`src/rtl/bitbakery_serial_pkg.sv`:
```
// Shared definitions for the BitBakery telemetry link: tags, map framing and
// the default bit period used by both the transmitter and this receiver.
package bitbakery_serial_pkg;

  localparam logic [1:0] TAG_STATUS = 2'b00;
  localparam logic [1:0] TAG_JOGADA = 2'b01;
  localparam logic [1:0] TAG_EXTRA  = 2'b10;
  localparam logic [1:0] TAG_MAP    = 2'b11;

  localparam logic [7:0]  MAP_HEADER = 8'hC0;
  localparam int unsigned MAP_BYTES  = 8;

  localparam int unsigned DEFAULT_CLKS_PER_BIT = 434;

  typedef enum logic [1:0] {
    RX_IDLE  = 2'd0,
    RX_START = 2'd1,
    RX_DATA  = 2'd2,
    RX_STOP  = 2'd3
  } rx_state_t;

  typedef enum logic [3:0] {
    DEC_TAG = 4'h0,
    DEC_MAP = 4'h1
  } dec_state_t;

  function automatic logic [1:0] tag_of(input logic [7:0] b);
    return b[7:6];
  endfunction

endpackage

```
`src/rtl/uart_rx_8n1.sv`:
```
// 8N1 byte receiver: two-flop line synchroniser, start-bit validation at
// mid-bit, LSB-first data capture and stop-bit check.
module uart_rx_8n1
  import bitbakery_serial_pkg::*;
#(
  parameter int unsigned CLKS_PER_BIT = DEFAULT_CLKS_PER_BIT
) (
  input  logic       clock,
  input  logic       reset,
  input  logic       rx_i,
  output logic [7:0] dado_o,
  output logic       byte_valid_o,
  output logic       byte_err_o,
  output logic       start_o,
  output logic       idle_o
);

  localparam int unsigned CW = (CLKS_PER_BIT > 1) ? $clog2(CLKS_PER_BIT) : 1;
  localparam logic [CW-1:0] LAST      = CW'(CLKS_PER_BIT - 1);
  localparam logic [CW-1:0] HALF_LAST = CW'((CLKS_PER_BIT / 2 > 0) ? (CLKS_PER_BIT / 2 - 1) : 0);

  logic            sync1_q, sync2_q, prev_q;
  rx_state_t       state_q;
  logic [CW-1:0]   cnt_q;
  logic [2:0]      bit_q;
  logic [7:0]      shift_q;
  logic            wait_high_q;
  logic [7:0]      dado_q;
  logic            byte_valid_q, byte_err_q;
  logic            fall;

  assign fall    = prev_q & ~sync2_q;
  assign start_o = (state_q == RX_IDLE) && fall;
  assign idle_o  = (state_q == RX_IDLE);

  assign dado_o       = dado_q;
  assign byte_valid_o = byte_valid_q;
  assign byte_err_o   = byte_err_q;

  always_ff @(posedge clock or posedge reset) begin
    if (reset) begin
      // Line idles high, so the synchroniser resets high to avoid a false start
      sync1_q      <= 1'b1;
      sync2_q      <= 1'b1;
      prev_q       <= 1'b1;
      state_q      <= RX_IDLE;
      cnt_q        <= '0;
      bit_q        <= '0;
      shift_q      <= '0;
      wait_high_q  <= 1'b0;
      dado_q       <= '0;
      byte_valid_q <= 1'b0;
      byte_err_q   <= 1'b0;
    end else begin
      sync1_q      <= rx_i;
      sync2_q      <= sync1_q;
      prev_q       <= sync2_q;
      byte_valid_q <= 1'b0;
      byte_err_q   <= 1'b0;
      case (state_q)
        RX_IDLE: begin
          cnt_q <= '0;
          bit_q <= '0;
          if (fall) state_q <= RX_START;
        end
        RX_START: begin
          if (cnt_q == HALF_LAST) begin
            cnt_q   <= '0;
            state_q <= sync2_q ? RX_IDLE : RX_DATA;
          end else begin
            cnt_q <= cnt_q + CW'(1);
          end
        end
        RX_DATA: begin
          if (cnt_q == LAST) begin
            cnt_q   <= '0;
            shift_q <= {sync2_q, shift_q[7:1]};
            bit_q   <= bit_q + 3'd1;
            if (bit_q == 3'd7) state_q <= RX_STOP;
          end else begin
            cnt_q <= cnt_q + CW'(1);
          end
        end
        RX_STOP: begin
          if (wait_high_q) begin
            // A broken frame leaves the line low; hold off until it recovers
            if (sync2_q) begin
              wait_high_q <= 1'b0;
              state_q     <= RX_IDLE;
            end
          end else if (cnt_q == LAST) begin
            cnt_q <= '0;
            if (sync2_q) begin
              dado_q       <= shift_q;
              byte_valid_q <= 1'b1;
              state_q      <= RX_IDLE;
            end else begin
              byte_err_q  <= 1'b1;
              wait_high_q <= 1'b1;
            end
          end else begin
            cnt_q <= cnt_q + CW'(1);
          end
        end
        default: state_q <= RX_IDLE;
      endcase
    end
  end

endmodule

```
`src/rtl/bitbakery_serial_rx.sv`:
```
// Telemetry receiver top: decodes tagged status bytes and 8-byte obstacle-map
// bursts from the console transmitter into registered console state.
module bitbakery_serial_rx
  import bitbakery_serial_pkg::*;
#(
  parameter int unsigned CLKS_PER_BIT = DEFAULT_CLKS_PER_BIT,
  parameter int unsigned TIMEOUT_BITS = 20
) (
  input  logic        clock,
  input  logic        reset,
  input  logic        entrada_serial,
  output logic [1:0]  minigame,
  output logic [3:0]  estado,
  output logic [6:0]  jogada,
  output logic        dificuldade,
  output logic [3:0]  player_position,
  output logic [63:0] map_obstacles,
  output logic        atualizado,
  output logic        mapa_valido,
  output logic        erro_quadro,
  output logic [3:0]  db_estado
);

  localparam int unsigned TMO_LIMIT = TIMEOUT_BITS * CLKS_PER_BIT;
  localparam int unsigned TW        = $clog2(TMO_LIMIT + 1);

  logic [7:0] dado;
  logic       byte_valid, byte_err, rx_start, rx_idle;

  uart_rx_8n1 #(
    .CLKS_PER_BIT(CLKS_PER_BIT)
  ) u_rx (
    .clock       (clock),
    .reset       (reset),
    .rx_i        (entrada_serial),
    .dado_o      (dado),
    .byte_valid_o(byte_valid),
    .byte_err_o  (byte_err),
    .start_o     (rx_start),
    .idle_o      (rx_idle)
  );

  dec_state_t  dec_q;
  logic [2:0]  byte_cnt_q;
  logic [63:0] shadow_q;
  logic [TW-1:0] tmo_q;
  logic [1:0]  minigame_q;
  logic [3:0]  estado_q;
  logic [6:0]  jogada_q;
  logic        dificuldade_q;
  logic [3:0]  player_position_q;
  logic [63:0] map_q;
  logic        atualizado_q, mapa_valido_q, erro_quadro_q;

  logic [63:0] shadow_d;
  logic        timeout_hit;

  // Byte k of the burst lands at bits [63-8k -: 8]; ~k*8 is the low index
  always_comb begin
    shadow_d = shadow_q;
    shadow_d[{~byte_cnt_q, 3'b000} +: 8] = dado;
  end

  assign timeout_hit = (dec_q == DEC_MAP) && (tmo_q == TW'(TMO_LIMIT));

  // Idle-gap watchdog for map bursts; restarts on every start edge
  always_ff @(posedge clock or posedge reset) begin
    if (reset) begin
      tmo_q <= '0;
    end else if (dec_q != DEC_MAP || rx_start) begin
      tmo_q <= '0;
    end else if (rx_idle && !timeout_hit) begin
      tmo_q <= tmo_q + TW'(1);
    end
  end

  always_ff @(posedge clock or posedge reset) begin
    if (reset) begin
      dec_q             <= DEC_TAG;
      byte_cnt_q        <= '0;
      shadow_q          <= '0;
      minigame_q        <= 2'b11;
      estado_q          <= '0;
      jogada_q          <= '0;
      dificuldade_q     <= 1'b0;
      player_position_q <= '0;
      map_q             <= '0;
      atualizado_q      <= 1'b0;
      mapa_valido_q     <= 1'b0;
      erro_quadro_q     <= 1'b0;
    end else begin
      atualizado_q  <= 1'b0;
      mapa_valido_q <= 1'b0;
      erro_quadro_q <= 1'b0;
      case (dec_q)
        DEC_TAG: begin
          if (byte_err) begin
            erro_quadro_q <= 1'b1;
          end else if (byte_valid) begin
            case (tag_of(dado))
              TAG_STATUS: begin
                if ({minigame_q, estado_q} != dado[5:0]) begin
                  {minigame_q, estado_q} <= dado[5:0];
                  atualizado_q <= 1'b1;
                end
              end
              TAG_JOGADA: begin
                if (jogada_q[5:0] != dado[5:0]) begin
                  jogada_q[5:0] <= dado[5:0];
                  atualizado_q  <= 1'b1;
                end
              end
              TAG_EXTRA: begin
                if ({jogada_q[6], dificuldade_q, player_position_q} != dado[5:0]) begin
                  {jogada_q[6], dificuldade_q, player_position_q} <= dado[5:0];
                  atualizado_q <= 1'b1;
                end
              end
              default: begin
                if (dado == MAP_HEADER) begin
                  dec_q      <= DEC_MAP;
                  byte_cnt_q <= '0;
                  shadow_q   <= '0;
                end
              end
            endcase
          end
        end
        DEC_MAP: begin
          if (byte_err || timeout_hit) begin
            erro_quadro_q <= 1'b1;
            dec_q         <= DEC_TAG;
          end else if (byte_valid) begin
            if (byte_cnt_q == 3'(MAP_BYTES - 1)) begin
              map_q         <= shadow_d;
              mapa_valido_q <= 1'b1;
              dec_q         <= DEC_TAG;
            end else begin
              shadow_q   <= shadow_d;
              byte_cnt_q <= byte_cnt_q + 3'd1;
            end
          end
        end
        default: dec_q <= DEC_TAG;
      endcase
    end
  end

  assign minigame        = minigame_q;
  assign estado          = estado_q;
  assign jogada          = jogada_q;
  assign dificuldade     = dificuldade_q;
  assign player_position = player_position_q;
  assign map_obstacles   = map_q;
  assign atualizado      = atualizado_q;
  assign mapa_valido     = mapa_valido_q;
  assign erro_quadro     = erro_quadro_q;
  assign db_estado       = dec_q;

endmodule
```
`config.mk`:
```
export PLATFORM = sky130hd
export DESIGN_NAME = bitbakery_serial_rx
export DESIGN_NICKNAME = d
export VERILOG_FILES = /design/src/rtl/bitbakery_serial_pkg.sv /design/src/rtl/uart_rx_8n1.sv /design/src/rtl/bitbakery_serial_rx.sv
export SDC_FILE = /design/constraint.sdc
export NUM_CORES = 1
export LEC_CHECK = 0
export ABC_AREA = 1
export BUFFER_PORTS_ARGS = -buffer_cell sky130_fd_sc_hd__buf_2
export CAP_MARGIN = 5
export CORE_MARGIN = 3
export CORE_UTILIZATION = 31
export CTS_BUF_LIST = sky130_fd_sc_hd__clkbuf_8
export DETAILED_ROUTE_END_ITERATION = 7
export GPL_ROUTABILITY_DRIVEN = 0
export GPL_TIMING_DRIVEN = 1
export PLACE_DENSITY = 0.52
export SLEW_MARGIN = 20
export SYNTH_ARGS = -nofsm -noshare
export SYNTH_HDL_FRONTEND = slang
export SYNTH_SLANG_ARGS = --single-unit
export TNS_END_PERCENT = 10
```
`constraint.sdc`:
```
create_clock -name clock -period 8.8 [get_ports clock]
set_input_delay 0.88 -clock clock [delete_from_list [all_inputs] [get_ports clock]]
set_output_delay 0.88 -clock clock [all_outputs]
set_load 0.02 [all_outputs]
```
# After elaboration in Yosys (flattened, before gate mapping)
# Index checks and enable logic that the tools add are counted.
# totals
reg_bits,206
out_inout_bits,89
# classes
reduce_logical,23
add_sub_neg,5
shift,2
muxes,65
eq_ne,31
n_bitwise,6
# op_table
operator,count
$mux 64,7
$pmux 64 s2,1
$bwmux 64,1
$shift 8x8->64 const A,1
$shiftx 8x8->64,1
$pmux 9 s4,1
$mux 14,2
$mux 4,7
$mux 9,3
$mux 3,8
$mux 1,21
$reduce_and 5->1,4
$ne 6x6->1,3
$mux 2,8
$add 14x1->14 const B,1
$eq 14x14->1 const B,1
$ne 2x1->1 const B,6
$ne 2x2->1 const B,6
$pmux 3 s2,2
$add 9x1->9 const B,1
$eq 9x8->1 const B,1
$eq 9x9->1 const B,1
$ne 3x1->1 const B,3
$eq 8x8->1 const B,1
25 further kinds,41

# Depth between registers and ports, before layout
# Gate-level depths: netlist of run 1.
# logic_depth
depth_word,8
depth_mapped,12
depth_no_buf,11

# Modules after synthesis
# From an unflattened synthesis of run 1, not the netlist that was laid out.
# unflattened
cells_unflattened,1298
hier_area_um2,10013.4
# modules_own_cells
module,cells_per_inst,instances,area_per_inst_um2,seq_area_each_um2
bitbakery_serial_rx,1103,1,8300.5,4181.5
uart_rx_8n1,195,1,1712.9,904.6

# Worst setup path after synthesis of run 1
# Ideal clock, no wire load.
# synth_path
kind,register to register
startpoint,reg byte_cnt_q[0]
endpoint,reg shadow_q[32]
setup_ns,0.117
arrival_ns,2.245
path_stages_with_launch,13
n_path_buf,2
slack_ns,6.439
cell_sequence,dfrtp_1 > buf_2 > clkinv_1 > buf_1 > ha_1 > clkinv_1 > nand3_2 > nor2_1 > nand2_1 > nand2_1 > nor2_1 > nand3_1 > nand2_1
# synth_between
elab_chain_cells,8
word_cells_on_any_way,12
# synth_rtl
item,line,source
start: declaration,bitbakery_serial_rx.sv:44,logic [2:0] byte_cnt_q;
start signal: assignment,bitbakery_serial_rx.sv:140,byte_cnt_q <= byte_cnt_q + 3'd1;
$not 3->3,bitbakery_serial_rx.sv:61,"shadow_d[{~byte_cnt_q, 3'b000} +: 8] = dado;"
$neg 6->8,bitbakery_serial_rx.sv:61,
$shiftx 8x8->64 or $shift 8x8->64 (tied branches),bitbakery_serial_rx.sv:61,
$bwmux 64,bitbakery_serial_rx.sv:61,
$mux 64,bitbakery_serial_rx.sv:134,if (byte_cnt_q == 3'(MAP_BYTES - 1)) begin
$mux 64,bitbakery_serial_rx.sv:133,end else if (byte_valid) begin
$mux 64,bitbakery_serial_rx.sv:130,if (byte_err || timeout_hit) begin
$pmux 64 s2,bitbakery_serial_rx.sv:95,case (dec_q)
end signal: assignment,bitbakery_serial_rx.sv:139,shadow_q <= shadow_d;
end: declaration,bitbakery_serial_rx.sv:45,logic [63:0] shadow_q;
# Parallel ways exist; a longest one is shown, timed or not. The select of a mux whose other input is x is not followed.
# A chain may end at the register's enable or synchronous reset.

# Final worst setup path of run 1
# Ends and elaborated chain as after synthesis.

==> metrics.cfg, run 1 <==
[run_status]
status=complete, no violations

[synth]
synth_mux_area_frac=0
ys_ff_latch=203
yosysSeqAreaShare=0.4945
synth_top_family_by_area=simple AND/OR/NAND/NOR gates
syn_area_sq_um=10290
synth-main-ff-cell=dfrtp_1
synth-compound-area-share=0.07408
synth_adder_area_share=0.01460
yosys.area_share.simple=0.3234
yosys.area_share.xor_xnor=0.005109
yosysWarnings=0
synth-edff-count=0
synthCells=1382
synth_cell_type_count=38
synthArstFlopShare=1.000
syn_avg_cell_area_sq_um=7.443

[die]
coreArea_sq_um=32620
row_count=66
die_w_microns=188.2
start_util=0.3153
die_h_microns=188.2
die_area_sq_um=35400
num_io_pins=92

[pwr]
peakVddDrop_uv=119.3
power.share.sequential=0.470
power.clock.fraction=0.479
power.leakage_uw=0.006053
power.switching_uw=510.4
p_total_uw=2051
power_density_nw_per_um2=173.4
p_int_uw=1541
p_comb_frac=0.051
swShare=0.2489

[clocking]
clk_pin_slew_worst_paths_ns=0.06
cts_buffers=39
clkLatencyLatePin_ns=0.53
clock-sinks=203
htreeDepth=2
cts_buffer_depth=3
cts_root_buffer=clkbuf_8
cts_setup_buffers=0
postCtsHoldBufs=0
postCtsResizedCells=0
cts_tree=built

[global_route]
grt_usage=0.1569
grt_first_pass_wirelength_microns=45530
grt_pass1_vias=8426
grt_overflow_total=0
grt_max_degree=129
antenna_found_initial=0

[detailed_routing]
drc_errors=0
drt-wirelength-per-cell_microns=14.43
drt_iter0_markers=683
ant_nets=0
via_count=8765
wl_microns=27810
drtPass1Iterations=5
viasPerCell=4.549

[placed_design]
dp_hpwl_microns=17920
io_buffer_count=88

[finish]
layout.nets=1472
drive_gt1_frac=0.1253
areaGrowthSynthToFinish_pct=14.96
fillers=3479
insertedDiodeCount=0

[timing]
setup_tns_ns=0
setup_viol=0
fin_crit_ns=3.028
fmax_ghz=0.3303
rsz0062_at_grt=false
finClkSkew_ns=0.02239
hold_violations=0
period_share=0.3441
worst_pin_slew_ns=1.003
drv_slew=0
max_slew_margin=0.3288

[setup_path]
endpoint_kind=register
path_max_fanout=18
worstPathArrival_ns=3.42
cp.required_ns=9.20
path_class=reg -> reg
startpoint_type=register

[worst_hold_path]
hp-class=reg -> reg

[flow_run]
drv_cap=0

-- routing by layer --
layer  part of all wire  wire [microns]  GRT usage  vias up
li1                   -               -          -     4488
met1               0.47           12940     0.2127     4059
met2               0.46           12920     0.2546      162
met3              0.043            1193    0.02898       56
met4              0.027             748    0.05051        0
met5                  0               0          0        -
-- stage by stage --
step                  util  setup slack [ns]  cell area, sq um  hold WS, ns  instances
CTS                 0.3625             5.787             11830       0.3625       1927
floorplan                -             2.389             10290       0.3452       1384
finish              0.3625             5.772             11830       0.3615       1927
global placement    0.3371             5.803             10990       0.3473       1858
detailed placement  0.3371             5.807             10990       0.3496       1858
global route        0.3625             5.447             11830       0.3674       1927
-- power by group through the flow --
stage	Combinational, uW	Sequential (uW)	Clock, uW
3_5_place_dp	107	980	0
6_report	106	963	982
3_3_place_gp	107	980	0
2_1_floorplan	92.6	970	0
5_1_grt	125	966	1060
4_1_cts	108	963	1020
-- final timing paths --
| check | slack (ns) | cells after the start | to | from |
|---|---|---|---|---|
| worst max-delay path | 5.77 | 10 | shadow_q[32]$_DFFE_PP0P_ | byte_cnt_q[0]$_DFFE_PP0P_ |
| worst min-delay path | 0.36 | 0 | u_rx.sync2_q$_DFF_PP1_ | u_rx.sync1_q$_DFF_PP1_ |
| worst max register to register | 5.77 | 10 | shadow_q[32]$_DFFE_PP0P_ | byte_cnt_q[0]$_DFFE_PP0P_ |
| worst min register to register | 0.36 | 0 | u_rx.sync2_q$_DFF_PP1_ | u_rx.sync1_q$_DFF_PP1_ |
| max in group asynchronous | 6.72 | 3 | map_obstacles[58]$_DFFE_PP0P_ | reset |
| min in group asynchronous | 0.48 | 2 | map_obstacles[56]$_DFFE_PP0P_ | reset |
-- cell type report --
class	count	area, sq um	share of cell area
clock buffers	53	729.5	0.06169
clock inverters	16	101.3	0.008570
inverters	147	559.3	0.04730
multi-input cells	972	4310	0.3645
flip-flops and latches	203	5086	0.4301
well taps	442	553.0	0.04677
repair buffers	94	485.5	0.04105
-- critical path, stage by stage, from the launching register on --
cell and delay [ns]:
dfrtp_1 0.50, clkinv_1 0.43, ha_1 0.61, clkinv_1 0.23, nand3_2 0.22, nor2_1 0.48, nand2_1 0.10, nand2_1 0.11
nor2_1 0.04, nand3_1 0.09, nand2_1 0.07
-- sequential cells by signal, summed over array words and instances (netlist names), 2 cells and up, named ones only --
register,count
byte_cnt_q,3
u_rx.shift_q,8
jogada,7
minigame,2
estado,4
tmo_q,14
map_obstacles,64
player_position,4
u_rx.bit_q,3
u_rx.dado_o,8
u_rx.cnt_q,9
shadow_q,64
-- synth_stat cells (12+ instances only) --
master,instances,area (sq um)
buf_2,20,100.1
buf_4,13,97.59
clkbuf_1,16,60.06
dfrtp_1,198,4955
ha_1,12,150.1
inv_1,137,514.2
nand2_1,515,1933
nand3_1,129,645.6
nand4_1,12,75.07
nor2_1,120,450.4
o21ai_0,109,545.5
o21ai_1,23,115.1
-- placed cells by master, fill, tap and decap left out, types with 8 or more instances in the layout --
cell	count
buf_2	88
dfrtp_1	198
inv_1	142
inv_2	8
clkbuf_8	53
o21ai_0	109
nand3_1	129
nor3_1	8
o21ai_1	23
nor2_1	120
nand4_1	12
nand2_1	514
ha_1	12
o21bai_1	9
-- logic make-up after synthesis --
group,after synthesis
AOI/OAI and AO/OA,146
xor gates and xnor gates,6
adders and majority gates,12
buffers and inverters,209
DFF,203
other,1
and+or+nand+nor,805
No activity file was read; power rests on OpenSTA's default activity.
==> run 2: changes to the inputs <==
clock period = 2.8 ns   (was 8.8 ns; I/O delays follow)
==> metrics.cfg, run 2 (same netlist as run 1, synthesis figures left out) <==
[detailed_routing]
drc_errors=0  ; unchanged
viasPerCell=4.600  ; +1.1%
wl_microns=28160  ; +1.3%
ant_nets=0  ; unchanged
drtPass1Iterations=5  ; unchanged
drt_iter0_markers=650  ; -4.8%
drt-wirelength-per-cell_microns=14.54  ; +0.75%
via_count=8910  ; +1.7%

[timing]
finClkSkew_ns=0.03282  ; +0.01043 ns
max_slew_margin=0.4378  ; +0.1090
drv_slew=0  ; unchanged
hold_violations=0  ; unchanged
setup_viol=0  ; unchanged
worst_pin_slew_ns=0.8433  ; -0.1598 ns
fmax_ghz=0.4018  ; +22%
whs_ns=0.3551  ; -0.006356 ns
rsz0062_at_grt=false
fin_crit_ns=2.489  ; -0.5391 ns
period_share=0.8888  ; +0.5447

[finish]
areaGrowthSynthToFinish_pct=15.84
fillers=3474  ; -0.14%
drive_gt1_frac=0.1244  ; -0.0008378
mostFrequentLayoutCells=514 x nand2_1, 198 x dfrtp_1, 150 x inv_1
layout.nets=1487  ; +1.0%
utilization=0.3653  ; +0.002762
layout_commonest_cell=nand2_1
insertedDiodeCount=0  ; unchanged

[setup_path]
worstPathArrival_ns=2.92  ; -0.50 ns
startpoint_type=register
path_max_fanout=16  ; -2
cpMaxStageDelayCell=dfrtp_1
cp.required_ns=3.23  ; -5.97 ns
path_buf_inv=1  ; -1
cpPeakStageDelay_ns=0.47  ; -0.14 ns
endpoint_kind=register
worstPathCellList=ha_1 -> ha_1 -> inv_1 -> nand3_1 -> o21ai_0 -> nor2_1 -> nand3_1 -> nand2_1
cp_top_family=simple AND/OR/NAND/NOR gates
path_class=reg -> reg

[global_route]
grt_overflow_total=0  ; unchanged
antenna_found_initial=0  ; unchanged
grt_pass1_vias=8665  ; +2.8%
grt_max_degree=69  ; -47%
grt_usage=0.1596  ; +0.002661
grt_first_pass_wirelength_microns=46280  ; +1.7%

[die]
die_w_microns=188.2  ; unchanged
start_util=0.3153  ; unchanged
num_io_pins=92  ; unchanged
row_count=66  ; unchanged
die_area_sq_um=35400  ; unchanged
coreArea_sq_um=32620  ; unchanged
die_h_microns=188.2  ; unchanged

[clocking]
clkLatencyLatePin_ns=0.55  ; +0.02 ns
cts_root_buffer=clkbuf_8
cts_buffers=39  ; unchanged
clk_pin_slew_worst_paths_ns=0.06  ; about the same
clock-sinks=203  ; unchanged
cts_setup_buffers=0  ; unchanged
htreeDepth=2  ; unchanged
postCtsResizedCells=0  ; unchanged
cts_buffer_depth=3  ; unchanged
cts_tree=built
postCtsHoldBufs=2  ; +2

[pwr]
power_density_nw_per_um2=514.6  ; +200%
peakVddDrop_uv=289.9  ; +140%
power.leakage_uw=0.006119  ; +1.1%

[flow_run]
drv_cap=0  ; unchanged

[worst_hold_path]
hp-class=reg -> reg

[run_status]
status=complete, no violations

[placed_design]
dp_hpwl_microns=18410  ; +2.7%
io_buffer_count=88  ; unchanged

run 2: cell types whose count changed in the layout (fill, tap and decap cells not counted), sizes merged:
cell / previous run / this run
buf: 94 / 107
bufinv: 1 / 0
clkbuf: 53 / 46
clkinv: 9 / 5
dlygate4sd3: 0 / 2
inv: 151 / 158
run 2: power by group:
group	switching (uW)	leakage [uW]	internal, uW
Combinational	241	0.00289	106
Clock	1280	0.000419	1470
Sequential	52.0	0.00281	2980
Total	1580	0.00612	4560
run 2: worst paths after layout:
path                            slack (ns)                       from                        to  cells after the start
min in group asynchronous             0.39                      reset  shadow_q[59]$_DFFE_PP0P_                      3
worst max-delay path                  0.31  byte_cnt_q[0]$_DFFE_PP0P_  shadow_q[52]$_DFFE_PP0P_                      8
worst min-delay path                  0.36     u_rx.sync1_q$_DFF_PP1_    u_rx.sync2_q$_DFF_PP1_                      0
max in group asynchronous             1.62                      reset    u_rx.sync1_q$_DFF_PP1_                      4
worst min register to register        0.36     u_rx.sync1_q$_DFF_PP1_    u_rx.sync2_q$_DFF_PP1_                      0
worst max register to register        0.31  byte_cnt_q[0]$_DFFE_PP0P_  shadow_q[52]$_DFFE_PP0P_                      8
run 2: metrics by stage:
stage	setup TNS [ns]	total power, uW	cells	worst slack (ns)	cell area [sq um]
after CTS	0	6268	1937	0.2890	11920
after floorplan	-21.03	3341	1384	-0.1062	10300
final	0	6132	1937	0.3114	11920
after detailed placement	0	3437	1871	0.3099	11190
after global placement	0	3435	1871	0.3753	11190
after global routing	0	6425	1937	0.03856	11920
run 2: per-layer routing:
| metal | track usage | routed length [microns] | vias to the layer above |
|---|---|---|---|
| met5 | 0 | 0 | - |
| met4 | 0.04848 | 701 | 0 |
| met3 | 0.03047 | 1263 | 58 |
| met2 | 0.2682 | 13420 | 150 |
| met1 | 0.2090 | 12780 | 4194 |
| li1 | - | - | 4508 |
run 2: cell type report:
type | count | area [sq um] | area share
Timing Repair Buffer | 109 | 703.2 | 0.05901
Inverter | 147 | 555.5 | 0.04662
Multi-Input combinational cell | 972 | 4310 | 0.3618
Clock inverter | 18 | 73.82 | 0.006196
Clock buffer | 46 | 633.1 | 0.05313
Tap cell | 442 | 553.0 | 0.04641
Sequential cell | 203 | 5086 | 0.4269
